`src/rtl/rx_ring_pkg.sv`:
```
// Shared widths, pointer type and read-FSM encoding for the RX_RING controller.
package rx_ring_pkg;
    localparam int ADDR_WIDTH        = 5;
    localparam int DATA_WIDTH        = 48;
    localparam int BE_WIDTH          = DATA_WIDTH / 8;
    localparam int DEPTH             = 2 ** ADDR_WIDTH;
    localparam int PTR_W             = ADDR_WIDTH + 1;
    localparam int AFULL_THRESH_DFLT = 28;

    typedef enum logic [1:0] {
        S_IDLE = 2'd0,
        S_LOAD = 2'd1,
        S_HOLD = 2'd2
    } rd_state_t;

    // Extra MSB distinguishes full from empty when the address bits match.
    typedef logic [PTR_W-1:0] ptr_t;
endpackage

```
`src/rtl/rx_ring_ctrl_if.sv`:
```
// Valid/ready stream bundle: input words into the ring and registered output words.
interface rx_ring_ctrl_if;
    import rx_ring_pkg::*;

    logic                  in_valid;
    logic                  in_ready;
    logic [DATA_WIDTH-1:0] in_data;
    logic [BE_WIDTH-1:0]   in_be;
    logic                  out_valid;
    logic                  out_ready;
    logic [DATA_WIDTH-1:0] out_data;

    modport master (
        output in_valid, in_data, in_be, out_ready,
        input  in_ready, out_valid, out_data
    );

    modport slave (
        input  in_valid, in_data, in_be, out_ready,
        output in_ready, out_valid, out_data
    );
endinterface

```
`src/rtl/rx_ring_ctrl.sv`:
```
// Ring-buffer FIFO controller sequencing the RX_RING RAM; one word per two cycles on the read side.
// Defining RX_RING_CTRL_DROP_EN keeps in_ready high and counts words discarded while full.
module rx_ring_ctrl
    import rx_ring_pkg::*;
#(
    parameter int AFULL_THRESH = AFULL_THRESH_DFLT
) (
    input  logic                  wr_clk,
    input  logic                  tb_wr_rst,
    input  logic                  flush,
    rx_ring_ctrl_if.slave         s,
    output logic [PTR_W-1:0]      level,
    output logic                  empty,
    output logic                  full,
    output logic                  almost_full,
    output logic [15:0]           drop_cnt,
    output logic                  ram_wr_en,
    output logic [ADDR_WIDTH-1:0] ram_wr_addr,
    output logic [DATA_WIDTH-1:0] ram_wr_data,
    output logic [BE_WIDTH-1:0]   ram_wr_byte_en,
    output logic [ADDR_WIDTH-1:0] ram_rd_addr,
    input  logic [DATA_WIDTH-1:0] ram_rd_data
);
    ptr_t                  wr_ptr_reg;
    ptr_t                  rd_ptr_reg;
    rd_state_t             state_reg;
    rd_state_t             state_next;
    logic                  out_valid_reg;
    logic                  out_valid_next;
    logic [DATA_WIDTH-1:0] out_data_reg;
    logic                  load_en;
    logic                  wr_fire;

    assign level       = wr_ptr_reg - rd_ptr_reg;
    assign empty       = (wr_ptr_reg == rd_ptr_reg);
    assign full        = (wr_ptr_reg[ADDR_WIDTH] != rd_ptr_reg[ADDR_WIDTH]) &&
                         (wr_ptr_reg[ADDR_WIDTH-1:0] == rd_ptr_reg[ADDR_WIDTH-1:0]);
    assign almost_full = (level >= PTR_W'(AFULL_THRESH));

`ifdef RX_RING_CTRL_DROP_EN
    logic        drop_fire;
    logic [15:0] drop_cnt_reg;

    assign s.in_ready = !flush;
    assign wr_fire    = s.in_valid && !flush && !full;
    assign drop_fire  = s.in_valid && !flush && full;

    always_ff @(posedge wr_clk or posedge tb_wr_rst) begin
        if (tb_wr_rst) begin
            drop_cnt_reg <= '0;
        end else if (drop_fire && (drop_cnt_reg != 16'hFFFF)) begin
            drop_cnt_reg <= drop_cnt_reg + 16'd1;
        end
    end
    assign drop_cnt = drop_cnt_reg;
`else
    assign s.in_ready = !flush && !full;
    assign wr_fire    = s.in_valid && !flush && !full;
    assign drop_cnt   = '0;
`endif

    // Write command is combinational so the RAM commits on the same edge wr_ptr advances.
    assign ram_wr_en      = wr_fire;
    assign ram_wr_addr    = wr_ptr_reg[ADDR_WIDTH-1:0];
    assign ram_wr_data    = s.in_data;
    assign ram_wr_byte_en = s.in_be;
    assign ram_rd_addr    = rd_ptr_reg[ADDR_WIDTH-1:0];

    assign s.out_valid = out_valid_reg;
    assign s.out_data  = out_data_reg;

    always_ff @(posedge wr_clk or posedge tb_wr_rst) begin
        if (tb_wr_rst) begin
            state_reg <= S_IDLE;
        end else begin
            state_reg <= state_next;
        end
    end

    always_comb begin
        state_next = state_reg;
        case (state_reg)
            S_IDLE:  if (!empty) state_next = S_LOAD;
            S_LOAD:  state_next = S_HOLD;
            S_HOLD:  if (s.out_ready) state_next = empty ? S_IDLE : S_LOAD;
            default: state_next = S_IDLE;
        endcase
        if (flush) begin
            state_next = S_IDLE;
        end
    end

    // out_valid stays high through a back-to-back reload; it only drops when the ring runs dry.
    always_comb begin
        load_en        = 1'b0;
        out_valid_next = out_valid_reg;
        if (flush) begin
            out_valid_next = 1'b0;
        end else begin
            case (state_reg)
                S_LOAD: begin
                    load_en        = 1'b1;
                    out_valid_next = 1'b1;
                end
                S_HOLD:  if (s.out_ready && empty) out_valid_next = 1'b0;
                default: ;
            endcase
        end
    end

    always_ff @(posedge wr_clk or posedge tb_wr_rst) begin
        if (tb_wr_rst) begin
            wr_ptr_reg    <= '0;
            rd_ptr_reg    <= '0;
            out_valid_reg <= 1'b0;
            out_data_reg  <= '0;
        end else begin
            out_valid_reg <= out_valid_next;
            if (flush) begin
                wr_ptr_reg <= '0;
                rd_ptr_reg <= '0;
            end else begin
                if (wr_fire) begin
                    wr_ptr_reg <= wr_ptr_reg + ptr_t'(1);
                end
                if (load_en) begin
                    rd_ptr_reg   <= rd_ptr_reg + ptr_t'(1);
                    out_data_reg <= ram_rd_data;
                end
            end
        end
    end
endmodule

```
`src/flat_wrapper.sv`:
```
// flat-port wrapper written by rule: the top's interface ports become plain ports
module rx_ring_ctrl_flat import rx_ring_pkg::*;
#(
    parameter int AFULL_THRESH = AFULL_THRESH_DFLT
)
  (wr_clk, tb_wr_rst, flush, level, empty, full, almost_full, drop_cnt, ram_wr_en, ram_wr_addr, ram_wr_data, ram_wr_byte_en, ram_rd_addr, ram_rd_data, s_in_valid, s_in_data, s_in_be, s_out_ready, s_in_ready, s_out_valid, s_out_data);
  rx_ring_ctrl_if s_i ();
  input  logic wr_clk;
  input  logic tb_wr_rst;
  input  logic flush;
  output logic [PTR_W-1:0] level;
  output logic empty;
  output logic full;
  output logic almost_full;
  output logic [15:0] drop_cnt;
  output logic ram_wr_en;
  output logic [ADDR_WIDTH-1:0] ram_wr_addr;
  output logic [DATA_WIDTH-1:0] ram_wr_data;
  output logic [BE_WIDTH-1:0] ram_wr_byte_en;
  output logic [ADDR_WIDTH-1:0] ram_rd_addr;
  input  logic [DATA_WIDTH-1:0] ram_rd_data;
  input wire logic [$bits(s_i.in_valid)-1:0] s_in_valid;
  input wire logic [$bits(s_i.in_data)-1:0] s_in_data;
  input wire logic [$bits(s_i.in_be)-1:0] s_in_be;
  input wire logic [$bits(s_i.out_ready)-1:0] s_out_ready;
  output wire logic [$bits(s_i.in_ready)-1:0] s_in_ready;
  output wire logic [$bits(s_i.out_valid)-1:0] s_out_valid;
  output wire logic [$bits(s_i.out_data)-1:0] s_out_data;
  assign s_i.in_valid = s_in_valid;
  assign s_i.in_data = s_in_data;
  assign s_i.in_be = s_in_be;
  assign s_i.out_ready = s_out_ready;
  assign s_in_ready = s_i.in_ready;
  assign s_out_valid = s_i.out_valid;
  assign s_out_data = s_i.out_data;
  rx_ring_ctrl #(.AFULL_THRESH(AFULL_THRESH)) u_core (.wr_clk(wr_clk), .tb_wr_rst(tb_wr_rst), .flush(flush), .s(s_i), .level(level), .empty(empty), .full(full), .almost_full(almost_full), .drop_cnt(drop_cnt), .ram_wr_en(ram_wr_en), .ram_wr_addr(ram_wr_addr), .ram_wr_data(ram_wr_data), .ram_wr_byte_en(ram_wr_byte_en), .ram_rd_addr(ram_rd_addr), .ram_rd_data(ram_rd_data));
endmodule
```
`config.mk`:
```
export PLATFORM = sky130hd
export DESIGN_NAME = rx_ring_ctrl_flat
export DESIGN_NICKNAME = d
export VERILOG_FILES = /design/src/rtl/rx_ring_pkg.sv /design/src/rtl/rx_ring_ctrl_if.sv /design/src/rtl/rx_ring_ctrl.sv /design/src/flat_wrapper.sv
export SDC_FILE = /design/constraint.sdc
export NUM_CORES = 1
export LEC_CHECK = 0
export CAP_MARGIN = 15
export CORE_UTILIZATION = 35
export CTS_CLUSTER_SIZE = 25
export DETAILED_ROUTE_END_ITERATION = 12
export GPL_TIMING_DRIVEN = 0
export PLACE_DENSITY = 0.81
export SETUP_SLACK_MARGIN = 0.15
export SLEW_MARGIN = 20
export SYNTH_ARGS = -nofsm -noshare
export SYNTH_HDL_FRONTEND = slang
export SYNTH_SLANG_ARGS = --single-unit
export TNS_END_PERCENT = 10
```
`constraint.sdc`:
```
create_clock -name wr_clk -period 5.9 [get_ports wr_clk]
set_input_delay 1.18 -clock wr_clk [delete_from_list [all_inputs] [get_ports wr_clk]]
set_output_delay 1.18 -clock wr_clk [all_outputs]
set_load 0.005 [all_outputs]
```
==> impl_metrics.toml, run 1 <==
[logic_synthesis]
synth-seq-cells = 63
muxShareOfSynthArea = 0.160
synthSimpleGateAreaFrac = 0.0719
synth_cell_types = 47
synth_cells = 305
synth_top_family_by_area = "buffers and inverters"
netlist_area_mm2 = 0.00350
yosysWarnings = 0
synth_compound_area_frac = 0.0487
seq_area_frac_synth = 0.451
synthXorXnorAreaFrac = 0.0322
synth-adder-area-share = 0.0308
avgSynthCellArea_um2 = 11.5

[grt]
grt_use_total = 0.168
grt_overflow = 0
grt_pass1_vias = 2841
grt_first_pass_wirelength_um = 13300
antenna_found_initial = 0
grt_start_max_net_pins = 34

[worst_setup_path]
critical_path_class = "flop to primary output"
ff2ff_path_depth = 6
cp_slowest_cell = "clkdlybuf4s50_1"
slowest_delay_ns = 0.50
worst_setup_path_start_kind = "flop"
cp.arrival_ns = 2.83
critPathMaxFanout = 5
critical-path-top-delay-family = "adder cells"
setup.worst_path.end_class = "primary output"
required_ns = 4.72
path_cells = "inv_1 > ha_1 > fa_1 > nor4b_1 > a31oi_1 > a32o_1 > nand3_1 > clkdlybuf4s50_1"
path_depth = 8
crit_buf_inv = 2

[cts]
cts_setup_buffers = 0
cts_buffers = 9
cts_buffer_depth = 2
cts_resized = 0
cts_tree = "yes"
clk_pin_slew_ns = 0.07
clk_latency_ns = 0.34
cts_hold_buffers = 0
root_buffer = "clkbuf_8"
htreeDepth = 3
cts_num_sinks = 63

[power_and_ir_drop]
p_switching_w = 0.000516
combPwrFrac = 0.426
power_frac_seq = 0.361
p_per_area_mw_per_mm2 = 340
p_clk_frac = 0.212
ir_worst_vdd_uv = 288
power_leakage_nw = 2.56
p_sw_frac = 0.266
internal_power_w = 0.00142

[job]
drv_cap = 0

[finish]
largest_reg_flops = 48
finalInstanceArea_mm2 = 0.00571
final_cells = 644
drive_gt1_frac = 0.256
nFillCells = 805
syn_to_final_growth_pct = 63.1
num_antenna_cells = 0
utilization = 0.586
finish.net_count = 622

[routing]
antenna_left = 0
initialDrtViolationCount = 58
drt-total-wl_um = 9010
drc_errors = 0
first_pass_iters = 5
viasPerCell = 4.36
routedWlPerCell_um = 14.0
vias = 2807

[sta]
final_max_slew_viol_count = 0
max_freq_ghz = 0.250
rsz0062_at_grt = "false"
min_period_over_period = 0.679
skew_ns = 0.00810
setup_viol = 0
period_needed_ns = 4.01
tns_ns = 0
setup_ws_ns = 1.89
hold_viol = 0

[worst_hold_path]
hp-class = "flop to flop"
holdPathStages = 1

[die]
die_w_um = 102
die_h_um = 102
rows = 36
core-area_mm2 = 0.00973
die_area_mm2 = 0.0104
initial_core_util = 0.359
num_io_pins = 247

[placement]
portBuffers = 175
gp_congestion = 0.743
place_inst = 629
place_area_mm2 = 0.00549
hpwl_um = 7250
place_ws_ns = 2.22

[run_status]
status = "finished, final reports clean"
[stage by stage]
stage	power (W)	hold slack (ns)
global route	0.00205	0.508
global placement	0.00151	0.467
finish	0.00194	0.485
CTS	0.00197	0.486
detailed placement	0.00154	0.476
floorplan	0.00101	0.451
[power by group through the flow]
stage	clock (W)	combinational, W	sequential (W)
6_report	0.000411	0.000826	0.000700
2_1_floorplan	0	0.000292	0.000713
3_5_place_dp	0	0.000833	0.000711
3_3_place_gp	0	0.000812	0.000696
5_1_grt	0.000438	0.000887	0.000725
4_1_cts	0.000423	0.000839	0.000704
[worst paths after layout]
check                                                      start                                end  slack (ns)
worst max-delay path            u_core.wr_ptr_reg[0]$_DFFE_PP0P_                        almost_full        1.89
worst min-delay path             u_core.state_reg[0]$_DFFE_PP0P_    u_core.state_reg[0]$_DFFE_PP0P_        0.49
worst max register to register  u_core.rd_ptr_reg[3]$_DFFE_PP0P_   u_core.wr_ptr_reg[3]$_DFFE_PP0P_        4.02
worst min register to register   u_core.state_reg[0]$_DFFE_PP0P_    u_core.state_reg[0]$_DFFE_PP0P_        0.49
max in group asynchronous                              tb_wr_rst  u_core.s.out_data[12]$_DFFE_PP0P_        4.19
min in group asynchronous                              tb_wr_rst     u_core.s.out_valid$_DFFE_PP0P_        1.20
[cell families after synthesis]
kind of cell    count (synthesis)
fa+ha+maj                       8
buf+inv                       102
compound gates                 21
mux                            50
xor+xnor                       12
other cells                     1
flops                          63
simple gates                   48
[layer usage]
layer	track usage	up-vias	routed length (µm)
met2	0.320	154	4970
met5	0	-	0
met4	0.0813	0	126
met1	0.170	1324	3120
met3	0.0438	10	791
li1	-	1319	-
[Yosys cell counts, drive strengths merged]
library cell,number,area [µm²]
and4,1,8.76
o21ai,3,15.0
xnor2,8,77.6
a32o,1,10.0
dfrtp,63,1580
nor4b,1,8.76
o311ai,2,25.0
nand2,9,33.8
and2b,1,8.76
and4b,1,10.0
nand2b,4,25.0
and2,1,6.26
or3,2,12.5
nor2b,1,6.26
nor2,17,66.3
buf,86,644
a211o,1,8.76
inv,14,52.6
mux2,48,541
xor2,4,35.0
a311oi,1,8.76
conb,1,3.75
nor3,2,10.0
nand4,3,25.0
mux2i,2,20.0
a2111oi,1,15.0
nand3,2,10.0
and3,2,13.8
a21oi,6,30.0
ha,7,87.6
clkbuf,2,17.5
a21o,1,7.51
or2,1,6.26
a31oi,1,6.26
a211oi,2,15.0
fa,1,20.0
o31ai,2,28.8
[placed cells by master, fill, tap and decap left out, types with 2 or more instances in the layout]
cell             instances
buf_2                    2
nand2b_1                 4
conb_1                  16
clkbuf_8                11
nor3_1                   2
nand3_1                  2
nand4_1                  2
clkdlybuf4s50_1        175
inv_1                   13
o21ai_0                  3
a211oi_1                 2
clkbuf_1                 2
mux2i_1                  2
mux2_2                  20
buf_4                   83
nor2_1                  16
mux2_1                  28
nand2_1                  9
clkinv_2                 2
bufinv_16                2
ha_1                     7
dfrtp_1                 63
xor2_1                   4
a21oi_1                  6
or3_1                    2
xnor2_1                  7
[layout make-up]
cell class / count / area [µm²] / share of cell area
inverters: 14 / 55.1 / 0.00965
plain buffers: 88 / 662 / 0.116
multi-input cells: 155 / 1260 / 0.221
flip-flops and latches: 63 / 1580 / 0.276
clock buffers: 11 / 141 / 0.0248
clock inverters: 4 / 70.1 / 0.0123
repair buffers: 176 / 1770 / 0.311
well taps: 133 / 166 / 0.0292
Note: power is estimated with default switching activity, not from simulation.
==> run 2: changes to the inputs <==
--- a/config.mk
+++ b/config.mk
@@ -6,11 +6,11 @@
 export NUM_CORES = 1
 export LEC_CHECK = 0
 export CAP_MARGIN = 15
-export CORE_UTILIZATION = 35
+export CORE_UTILIZATION = 32
 export CTS_CLUSTER_SIZE = 25
 export DETAILED_ROUTE_END_ITERATION = 12
 export GPL_TIMING_DRIVEN = 0
-export PLACE_DENSITY = 0.81
+export PLACE_DENSITY = 0.78
 export SETUP_SLACK_MARGIN = 0.15
 export SLEW_MARGIN = 20
 export SYNTH_ARGS = -nofsm -noshare
==> constraint.sdc (replaced) <==
create_clock -name wr_clk -period 3.55 [get_ports wr_clk]
set_input_delay 0.71 -clock wr_clk [delete_from_list [all_inputs] [get_ports wr_clk]]
set_output_delay 0.71 -clock wr_clk [all_outputs]
set_load 0.005 [all_outputs]
==> run 2 against run 1 <==
Critical path depth decreased by 3. Register-to-register slack got worse by 2.4 ns. Die area increased by 9.2%. Design area increased by 1.4%. Sequential share of layout area decreased by 0.37 points. Highest routed layer unchanged. Cell count increased by 1.1%. Non-clock buffer count increased by 3.
==> impl_metrics.toml, run 2 (synthesis results as in run 1) <==
[run_status]
status = "finished, final reports clean"

[sta]
tns_ns = 0
rsz0062_at_grt = "false"
relSlewSlack = 0.651
period_needed_ns = 3.23
skew_ns = 0.00853
min_period_over_period = 0.910
final_max_slew_viol_count = 0
setup_viol = 0
max_freq_ghz = 0.310
setup_ws_ns = 0.320
tightest_slew_ns = 0.522
hold_viol = 0

[worst_hold_path]
min_from = "u_core.s.out_data[40]$_DFFE_PP0P_"
hp-class = "flop to flop"
holdPathEnd = "u_core.s.out_data[40]$_DFFE_PP0P_"
holdPathStages = 1

[grt]
grt_overflow = 0
grt_start_max_net_pins = 42
grt_use_total = 0.152
grt_pass1_vias = 2789
antenna_found_initial = 0
grt_first_pass_wirelength_um = 13400

[finish]
drive_gt1_frac = 0.278
final_common_cell = "clkdlybuf4s50_1"
final_cell_mix = "clkdlybuf4s50_1, buf_4, dfrtp_1"
utilization = 0.553
nFillCells = 910
finish.net_count = 625
largest_reg_flops = 48
syn_to_final_growth_pct = 65.5
num_antenna_cells = 0

[power_and_ir_drop]
internal_power_w = 0.00240
p_total_w = 0.00326
ir_worst_vdd_uv = 414
p_clk_frac = 0.219
p_per_area_mw_per_mm2 = 563
p_sw_frac = 0.264
p_switching_w = 0.000860
combPwrFrac = 0.425
power_frac_seq = 0.355
power_leakage_nw = 2.61

[die]
die_w_um = 107
num_io_pins = 247
die_area_mm2 = 0.0114
die_h_um = 107
rows = 37
core-area_mm2 = 0.0105
initial_core_util = 0.334

[worst_setup_path]
critPathMaxFanout = 8
required_ns = 2.84
setup.worst_path.end_class = "primary output"
slowest_delay_ns = 0.54
cp.arrival_ns = 2.52
worst_setup_path_start_kind = "flop"
cp_slowest_cell = "clkdlybuf4s50_1"
critical_path_class = "flop to primary output"
timing.rr.end = "u_core.wr_ptr_reg[1]$_DFFE_PP0P_"
path_cells = "ha_1 > nand4_2 > or2_1 > nor2_2 > clkdlybuf4s50_1"
r2r_slack_ns = 1.62
ff2ff_path_depth = 5
r2r_start = "u_core.wr_ptr_reg[3]$_DFFE_PP0P_"

[routing]
initialDrtViolationCount = 80
vias = 2838
antenna_left = 0
viasPerCell = 4.36
routedWlPerCell_um = 13.5
drt-total-wl_um = 8760
first_pass_iters = 4
drc_errors = 0

[placement]
portBuffers = 175
hpwl_um = 7020
gp_congestion = 0.777
place_ws_ns = 0.362

[cts]
htreeDepth = 3
cts_hold_buffers = 0
root_buffer = "clkbuf_8"
cts_num_sinks = 63
clk_pin_slew_ns = 0.07
cts_tree = "yes"
cts_buffers = 9
cts_buffer_depth = 2
clk_latency_ns = 0.34

[job]
drv_cap = 0
## run 2: critical path: cells and delay by family, from the launching register on
family / cells / cell delay [ns]
buffers and inverters: 1 / 0.54
and+or+nand+nor: 3 / 0.69
adders and majority gates: 1 / 0.49
DFF: 1 / 0.46
## run 2: area by class of cell
type,instances,area (µm²),share of cell area
clock inverter,5,80.1,0.0138
tap,136,170,0.0294
inverter,14,55.1,0.00951
buffer,88,662,0.114
multi-input combinational,155,1290,0.224
sequential,63,1580,0.273
timing repair buffer,179,1800,0.310
clock buffer,11,151,0.0262
## run 2: metrics by stage
step / hold WS (ns) / cell area [µm²] / cells
floorplan: 0.451 / 3550 / 320
global placement: 0.467 / 5480 / 631
detailed placement: 0.474 / 5500 / 632
CTS: 0.489 / 5780 / 651
global route: 0.505 / 5790 / 651
finish: 0.485 / 5790 / 651
## run 2: worst max path at each step
stage                                           startpoint  slack [ns]                               end
final                     u_core.wr_ptr_reg[3]$_DFFE_PP0P_        0.32                             empty
after global routing      u_core.rd_ptr_reg[3]$_DFFE_PP0P_        0.19                             empty
after CTS                 u_core.wr_ptr_reg[0]$_DFFE_PP0P_        0.18                       almost_full
after detailed placement  u_core.rd_ptr_reg[0]$_DFFE_PP0P_        0.36                       almost_full
after global placement                           tb_wr_rst        0.19  u_core.rd_ptr_reg[4]$_DFFE_PP0P_
after floorplan           u_core.wr_ptr_reg[0]$_DFFE_PP0P_        1.12                       almost_full
## run 2: repair_timing
item	in CTS	in global routing
setup endpoints to repair	1	1
pin swaps	1	1
resized for setup	5	4
setup buffers	3	0
## run 2: power by group through the flow
stage / registers (W) / logic (W) / clock network (W)
after floorplan: 0.00119 / 0.000486 / 0
after global placement: 0.00116 / 0.00135 / 0
after detailed placement: 0.00118 / 0.00138 / 0
after CTS: 0.00116 / 0.00141 / 0.000740
after global routing: 0.00120 / 0.00149 / 0.000773
final: 0.00116 / 0.00139 / 0.000715
## run 2: routing by layer
metal / global-route usage / part of all wire / vias up
met4: 0.0538 / 0.017 / 0
met3: 0.0607 / 0.098 / 13
met5: 0 / 0 / -
met2: 0.278 / 0.53 / 142
met1: 0.157 / 0.35 / 1354
li1: - / - / 1329
